## src/rtl/memory_access.sv

```systemverilog
// MEM stage of the 5-stage MIPS pipeline: lane-aligned data-memory handshake and MEM/WB register.
// Optional MEM_MISALIGN_CHECK_EN flags and suppresses misaligned half/word accesses instead of masking.
module memory_access #(
  parameter int NB_DATA = 32
) (
  input  logic               clk,
  input  logic               i_rst_n,
  input  logic               i_halt,
  input  logic [NB_DATA-1:0] i_result,
  input  logic [NB_DATA-1:0] i_data4Mem,
  input  logic [4:0]         i_write_reg,
  input  logic               i_mem2Reg,
  input  logic               i_memRead,
  input  logic               i_memWrite,
  input  logic               i_regWrite,
  input  logic [1:0]         i_width,
  input  logic               i_sign_flag,
  output logic               o_mem_req,
  output logic               o_mem_we,
  output logic [NB_DATA-1:0] o_mem_addr,
  output logic [NB_DATA-1:0] o_mem_wdata,
  output logic [3:0]         o_mem_be,
  input  logic               i_mem_ack,
  input  logic [NB_DATA-1:0] i_mem_rdata,
  output logic               o_stall,
  output logic [NB_DATA-1:0] o_read_data,
  output logic [NB_DATA-1:0] o_alu_result,
  output logic [4:0]         o_write_reg,
  output logic               o_mem2reg,
  output logic               o_regWrite,
  output logic               o_misaligned
);

  typedef enum logic {ST_IDLE, ST_WAIT} state_e;

  localparam logic [1:0] W_BYTE = 2'b00;
  localparam logic [1:0] W_HALF = 2'b01;

  state_e state_q, state_d;

  logic               we_q;
  logic [NB_DATA-1:0] addr_q, wdata_q;
  logic [3:0]         be_q;
  logic               ld_q, sign_q;
  logic [1:0]         k_q, width_q;

  logic [NB_DATA-1:0] read_data_q, alu_result_q;
  logic [4:0]         write_reg_q;
  logic               mem2reg_q, regwrite_q;

  logic               access, misalign, start, wb_load;
  logic [1:0]         lane_k, k_eff;
  logic [3:0]         be_d;
  logic [NB_DATA-1:0] wdata_d;

  assign access = i_memRead | i_memWrite;
  assign lane_k = i_result[1:0];

`ifdef MEM_MISALIGN_CHECK_EN
  assign misalign = access & (state_q == ST_IDLE) &
                    (((i_width == W_HALF) & lane_k[0]) | (i_width[1] & (lane_k != 2'b00)));
`else
  assign misalign = 1'b0;
`endif

  // Lane offset with the low bits masked to the access size; byte accesses keep the full offset.
  always_comb begin
    // NOTE: every combinational output gets a default first so no latch is inferred.
    k_eff   = 2'b00;
    be_d    = 4'b1111;
    wdata_d = i_data4Mem;
    case (i_width)
      W_BYTE: begin
        k_eff   = lane_k;
        be_d    = 4'b0001 << lane_k;
        wdata_d = {4{i_data4Mem[7:0]}};
      end
      W_HALF: begin
        k_eff   = {lane_k[1], 1'b0};
        be_d    = lane_k[1] ? 4'b1100 : 4'b0011;
        wdata_d = {2{i_data4Mem[15:0]}};
      end
      default: ;
    endcase
    if (!i_memWrite) be_d = 4'b1111;
  end

  function automatic logic [31:0] extract(input logic [31:0] w, input logic [1:0] k,
                                          input logic [1:0] width, input logic sgn);
    logic [7:0]  b;
    logic [15:0] h;
    case (k)
      2'd0:    b = w[7:0];
      2'd1:    b = w[15:8];
      2'd2:    b = w[23:16];
      default: b = w[31:24];
    endcase
    h = k[1] ? w[31:16] : w[15:0];
    case (width)
      W_BYTE:  return {{24{sgn & b[7]}}, b};
      W_HALF:  return {{16{sgn & h[15]}}, h};
      default: return w;
    endcase
  endfunction

  always_comb begin
    state_d = state_q;
    start   = 1'b0;
    wb_load = 1'b0;
    o_stall = 1'b0;
    case (state_q)
      ST_IDLE: begin
        if (!i_halt) begin
          if (access && !misalign) begin
            start   = 1'b1;
            o_stall = 1'b1;
            state_d = ST_WAIT;
          end else begin
            wb_load = 1'b1;
          end
        end
      end
      ST_WAIT: begin
        // Halt is deliberately not looked at here: an in-flight access always completes.
        o_stall = !i_mem_ack;
        if (i_mem_ack) begin
          wb_load = 1'b1;
          state_d = ST_IDLE;
        end
      end
      default: state_d = ST_IDLE;
    endcase
  end

  always_ff @(posedge clk or negedge i_rst_n) begin
    if (!i_rst_n) begin
      state_q <= ST_IDLE;
      we_q    <= 1'b0;
      addr_q  <= '0;
      wdata_q <= '0;
      be_q    <= '0;
      ld_q    <= 1'b0;
      sign_q  <= 1'b0;
      k_q     <= '0;
      width_q <= '0;
    end else begin
      // NOTE: sequential state uses non-blocking assignment so every register samples pre-edge values.
      state_q <= state_d;
      if (start) begin
        we_q    <= i_memWrite;
        addr_q  <= {i_result[NB_DATA-1:2], 2'b00};
        wdata_q <= wdata_d;
        be_q    <= be_d;
        ld_q    <= i_memRead;
        sign_q  <= i_sign_flag;
        k_q     <= k_eff;
        width_q <= i_width;
      end else if (state_q == ST_WAIT && i_mem_ack) begin
        we_q <= 1'b0;
      end
    end
  end

  always_ff @(posedge clk or negedge i_rst_n) begin
    if (!i_rst_n) begin
      read_data_q  <= '0;
      alu_result_q <= '0;
      write_reg_q  <= '0;
      mem2reg_q    <= 1'b0;
      regwrite_q   <= 1'b0;
    end else if (wb_load) begin
      alu_result_q <= i_result;
      write_reg_q  <= i_write_reg;
      mem2reg_q    <= i_mem2Reg;
      regwrite_q   <= i_regWrite & !misalign;
      read_data_q  <= (state_q == ST_WAIT && ld_q) ? extract(i_mem_rdata, k_q, width_q, sign_q) : '0;
    end
  end

`ifdef MEM_MISALIGN_CHECK_EN
  logic misaligned_q;
  always_ff @(posedge clk or negedge i_rst_n) begin
    if (!i_rst_n)     misaligned_q <= 1'b0;
    else if (wb_load) misaligned_q <= misalign;
  end
  assign o_misaligned = misaligned_q;
`else
  assign o_misaligned = 1'b0;
`endif

  assign o_mem_req    = (state_q == ST_WAIT);
  assign o_mem_we     = we_q;
  assign o_mem_addr   = addr_q;
  assign o_mem_wdata  = wdata_q;
  assign o_mem_be     = be_q;
  assign o_read_data  = read_data_q;
  assign o_alu_result = alu_result_q;
  assign o_write_reg  = write_reg_q;
  assign o_mem2reg    = mem2reg_q;
  assign o_regWrite   = regwrite_q;

endmodule

```

## config.mk

```make
export PLATFORM = sky130hd
export DESIGN_NAME = memory_access
export DESIGN_NICKNAME = d
export VERILOG_FILES = /design/src/rtl/memory_access.sv
export SDC_FILE = /design/constraint.sdc
export NUM_CORES = 1
export LEC_CHECK = 0
export CAP_MARGIN = 20
export CELL_PAD_IN_SITES_DETAIL_PLACEMENT = 0
export CELL_PAD_IN_SITES_GLOBAL_PLACEMENT = 1
export CORE_UTILIZATION = 32
export DETAILED_ROUTE_END_ITERATION = 8
export HOLD_SLACK_MARGIN = 0.06
export PLACE_DENSITY_LB_ADDON = 0.08
export SYNTH_ARGS = -nofsm -noshare
export SYNTH_HDL_FRONTEND = slang
export SYNTH_SLANG_ARGS = --single-unit
```

## constraint.sdc

```tcl
create_clock -name clk -period 1.9 [get_ports clk]
set_input_delay 0.19 -clock clk [delete_from_list [all_inputs] [get_ports clk]]
set_output_delay 0.19 -clock clk [all_outputs]
set_load 0.05 [all_outputs]
```

**Word-level counts from Yosys, hierarchy flattened**

Cells that the tools add are included.

- Register bits: 145
- Bits of input ports: 112
- Logic and storage cells: 52

- Equality and inequality tests: 4
- Shifts and indexed selects: 1
- Muxes and demuxes: 22
- Bitwise logic cells: 4
- Reduce and logical (&&, ||, !) cells: 7

Operator list:

| kind | number |
|---|---|
| $pmux W32 S2 | 2 |
| $mux W32 | 1 |
| $pmux W8 S3 | 1 |
| $mux W16 | 1 |
| $mux W1 | 9 |
| $mux W4 | 2 |
| $mux W8 | 1 |
| $pmux W4 S2 | 1 |
| $eq A2 B1 Y1 const B | 3 |
| $logic_not A2 Y1 | 3 |
| $pmux W1 S2 | 3 |
| $pmux W2 S2 | 1 |
| $shl A1 B2 Y4 const A | 1 |
| $and A1 B1 Y1 | 2 |
| $eq A2 B2 Y1 const B | 1 |
| $logic_and A1 B1 Y1 | 2 |
| $reduce_bool A2 Y1 | 1 |
| $logic_not A1 Y1 | 1 |
| $not A1 Y1 | 1 |
| $or A1 B1 Y1 | 1 |

**Logic depth before layout (Yosys ltp)**

- Depth after elaboration: 8
- Depth in mapped cells: 6
- Gate-level depth less buffers: 4

**Worst setup path before layout**

OpenSTA, ideal clock, no wires.

- Path kind: register to register
- From: reg state_q, in the netlist o_mem_req
- To: reg state_q, in the netlist o_mem_req
- Library setup time: 375 ps
- Arrival time: 2069 ps
- Data required time: 1525 ps
- Setup slack: -544 ps
- Stages on the path, launching flop included: 5
- Buffers on the path: 1
- Period minus slack after synthesis: 2444 ps
- Path through: dfrtp_1 nor2_1 o21ai_1 clkbuf_1 o21ai_0

- Cells in the longest elaborated chain, start to end: 2

Ends and longest elaborated chain:

| element | line | text |
|---|---|---|
| start: declaration | 39 | `state_e state_q, state_d;` |
| start signal: assignment | 148 | `state_q <= state_d;` |
| $not A1 Y1 | n/a |  |
| $pmux W1 S2 (*) | 111 | `case (state_q)` |

Every way passes the cells marked *; elsewhere a longest branch is shown, timed or not.
A chain may end at the register's enable or synchronous reset.

**Final worst setup path**

- From: reg read_data_q[11], in the netlist o_read_data[11]
- To: out o_read_data[11]

RTL lines:

| element | line | text |
|---|---|---|
| start: declaration | 47 | `logic [NB_DATA-1:0] read_data_q, alu_result_q;` |
| start signal: assignment | 176 | `read_data_q <= (state_q == ST_WAIT && ld_q) ? extract(i_mem_rdata, k_q, width_q, sign_q) : '0;` |
| end: declaration | 26 | `output logic [NB_DATA-1:0] o_read_data,` |

No word-level cell between the ends.

==> results.json <==
{
  "post_dp_cell_area_um2": 9210,
  "fin_crit_ps": 1820,
  "status": "finished, final reports clean",
  "design_area_um2": 9830,
  "p_total_uw": 13700,
  "vias_per_cell": 4.78,
  "fin_skew_ps": 8.58,
  "holdWs_ps": 292,
  "cts_made_buffers": 17,
  "power_density_nw_per_um2": 1390,
  "globalRouteOverflowTotal": 0,
  "dp_hpwl_mm": 14.0,
  "vdd_drop_max_mv": 0.736,
  "drive_above_1_share": 0.143,
  "antenna_found_initial": 0,
  "rsz0062_at_grt": "false",
  "rows": 50,
  "post-route-drc-count": 0,
  "crit_family": "buffers and inverters",
  "startpoint_type": "register",
  "grt_first_pass_wirelength_mm": 30.5,
  "maxCapViolCount": 0,
  "finalHoldViolCount": 0,
  "grt_max_degree": 55,
  "ys_ff_latch": 145,
  "cellLeakagePower_uw": 0.00431,
  "ios": 255,
  "core_area_um2": 19000,
  "clockBufferDepth": 2,
  "port_buffers": 251,
  "avgRoutedWirePerCell_um": 17.1,
  "gp_congestion": 0.783,
  "syn_area_um2": 6270,
  "drt_wl_total_mm": 19.1,
  "endpoint_kind": "primary output",
  "initial_core_util": 0.331,
  "crit_start": "o_read_data[11]$_DFFE_PN0P_",
  "synth_cells": 582,
  "die-height_um": 142,
  "path_cells": "clkdlybuf4s50_1",
  "multi_input_area_um2": 2460,
  "ant_nets": 0,
  "worstSetupPathType": "reg -> out",
  "clock.fmax_mhz": 549,
  "regArea_um2": 3630,
  "setup_violations": 0,
  "die_w_um": 142,
  "num-nets-final": 954,
  "firstDrtPassIters": 4,
  "path_buf_inv": 1,
  "seq_area_frac_synth": 0.579,
  "finalSetupTns_ps": 0,
  "tightest_slew_ps": 630,
  "grt_pass1_vias": 5526,
  "dr_total_vias": 5330,
  "crit_fanout": 2,
  "crit_arrival_ps": 1630,
  "die_area_um2": 20100,
  "drv_slew": 0,
  "rr_startpoint": "k_q[1]$_DFFE_PN0P_",
  "syn_area_per_cell_um2": 10.8,
  "cts_tree": "done",
  "cts-root-buf": "clkbuf_16",
  "track_usage": 0.196,
  "yosys_warnings": 0,
  "fill_cells": 1720,
  "slew_headroom": 0.579,
  "period_share": 0.959,
  "critPathMaxStageDelay_ps": 820,
  "syn_to_final_growth_pct": 56.8,
  "synthDistinctLibCells": 42,
  "cp_slowest_cell": "clkdlybuf4s50_1",
  "hold_class": "in -> async",
  "antenna_cells": 0,
  "htree_levels": 4,
  "drtIter0Drc": 268,
  "dp_cells": 1082,
  "cp_data_required_time_ps": 1710,
  "clk_pin_slew_ps": 70,
  "finalNonFillerCells": 1115,
  "cts.sinks": 145,
  "clk_latency_ps": 420
}
## cells in the mapped netlist (all sizes together)
cell       n  share of area
a211oi     1         0.0032
a21boi     8         0.0096
a21o       1         0.0012
a21oi     15          0.012
a221o     16          0.026
a221oi     2         0.0038
a22o       4         0.0056
a22oi      1         0.0020
a2bb2oi    1         0.0014
a311o      6         0.0096
a31oi      1         0.0010
a32o       6         0.0096
and2       1         0.0010
and3       1         0.0010
and3b      1         0.0014
buf       17          0.016
clkbuf    23          0.014
clkinv     1        0.00060
conb       1        0.00060
dfrtp    145           0.58
inv        6         0.0036
mux2      49          0.088
mux2i     25          0.040
mux4       1         0.0036
nand2    153          0.092
nand2b     1         0.0010
nand3      1        0.00080
nand3b     1         0.0012
nor2      23          0.015
nor2b      3         0.0030
nor3       9         0.0072
nor3b      1         0.0012
o21a       1         0.0012
o21ai     54          0.043
o21bai     1         0.0012
o22a       1         0.0014
## cell type report
class	instances	area share
Clock buffer	18	0.0437
Clock inverter	14	0.0182
Inverter	7	0.00267
Multi-Input combinational cell	392	0.250
Sequential cell	145	0.369
Tap cell	260	0.0331
Timing Repair Buffer	279	0.283
## metal layers
layer  vias up  track usage  wire length [um]
li1       2539            -                 -
met1      2609        0.252              8490
met2       169        0.312              8910
met3        13       0.0723              1500
met4         0       0.0447               180
met5         -            0                 0
## cell usage in the layout, fill, tap and decap left out, types with 15 or more instances in the layout
master           count
mux2_2              49
mux2i_1             25
nand2_1            153
nor2_1              21
buf_4               25
a221o_1             16
clkdlybuf4s50_1    247
a21oi_1             15
o21ai_0             50
dfrtp_1            144
clkbuf_16           17
## path summary, 6_finish.rpt
kind / depth (start not counted) / slack (ps) / to
max: 1 / 80 / o_read_data[11]
min: 2 / 290 / o_read_data[29]$_DFFE_PN0P_
max in group asynchronous: 3 / 930 / o_mem_req$_DFF_PN0_
min in group clk: 3 / 330 / o_mem_addr[8]$_DFFE_PN0P_
max reg2reg: 5 / 140 / o_read_data[7]$_DFFE_PN0P_
min reg2reg: 2 / 470 / o_mem_addr[22]$_DFFE_PN0P_
## where the power goes
group | leakage [uW] | switching [uW] | internal (uW)
registers | 0.00179 | 447 | 3840
logic | 0.00223 | 3810 | 2100
clock network | 0.000294 | 1370 | 2090
## logic make-up after synthesis
family | count (synthesis) | share of synthesized area
AOI/OAI and AO/OA | 119 | 0.131
other | 1 | 0.000598
buffers and inverters | 47 | 0.0335
and+or+nand+nor | 195 | 0.124
DFF | 145 | 0.579
muxes | 75 | 0.132
## metrics by stage
step / worst slack, ps / util
final: 78.3 / 0.519
after global routing: 5.62 / 0.519
after CTS: 36.1 / 0.518
after detailed placement: -99.1 / 0.486
after global placement: -6.76 / 0.486
after floorplan: 159 / -
## repair_timing
action                     in CTS  in global routing
buffers inserted                0                  0
gates resized for setup         0                  1
setup endpoints to repair       0                  5
hold buffers                    1                  0
hold endpoints to repair       44                  0
Note: power is estimated with default switching activity, not from simulation.
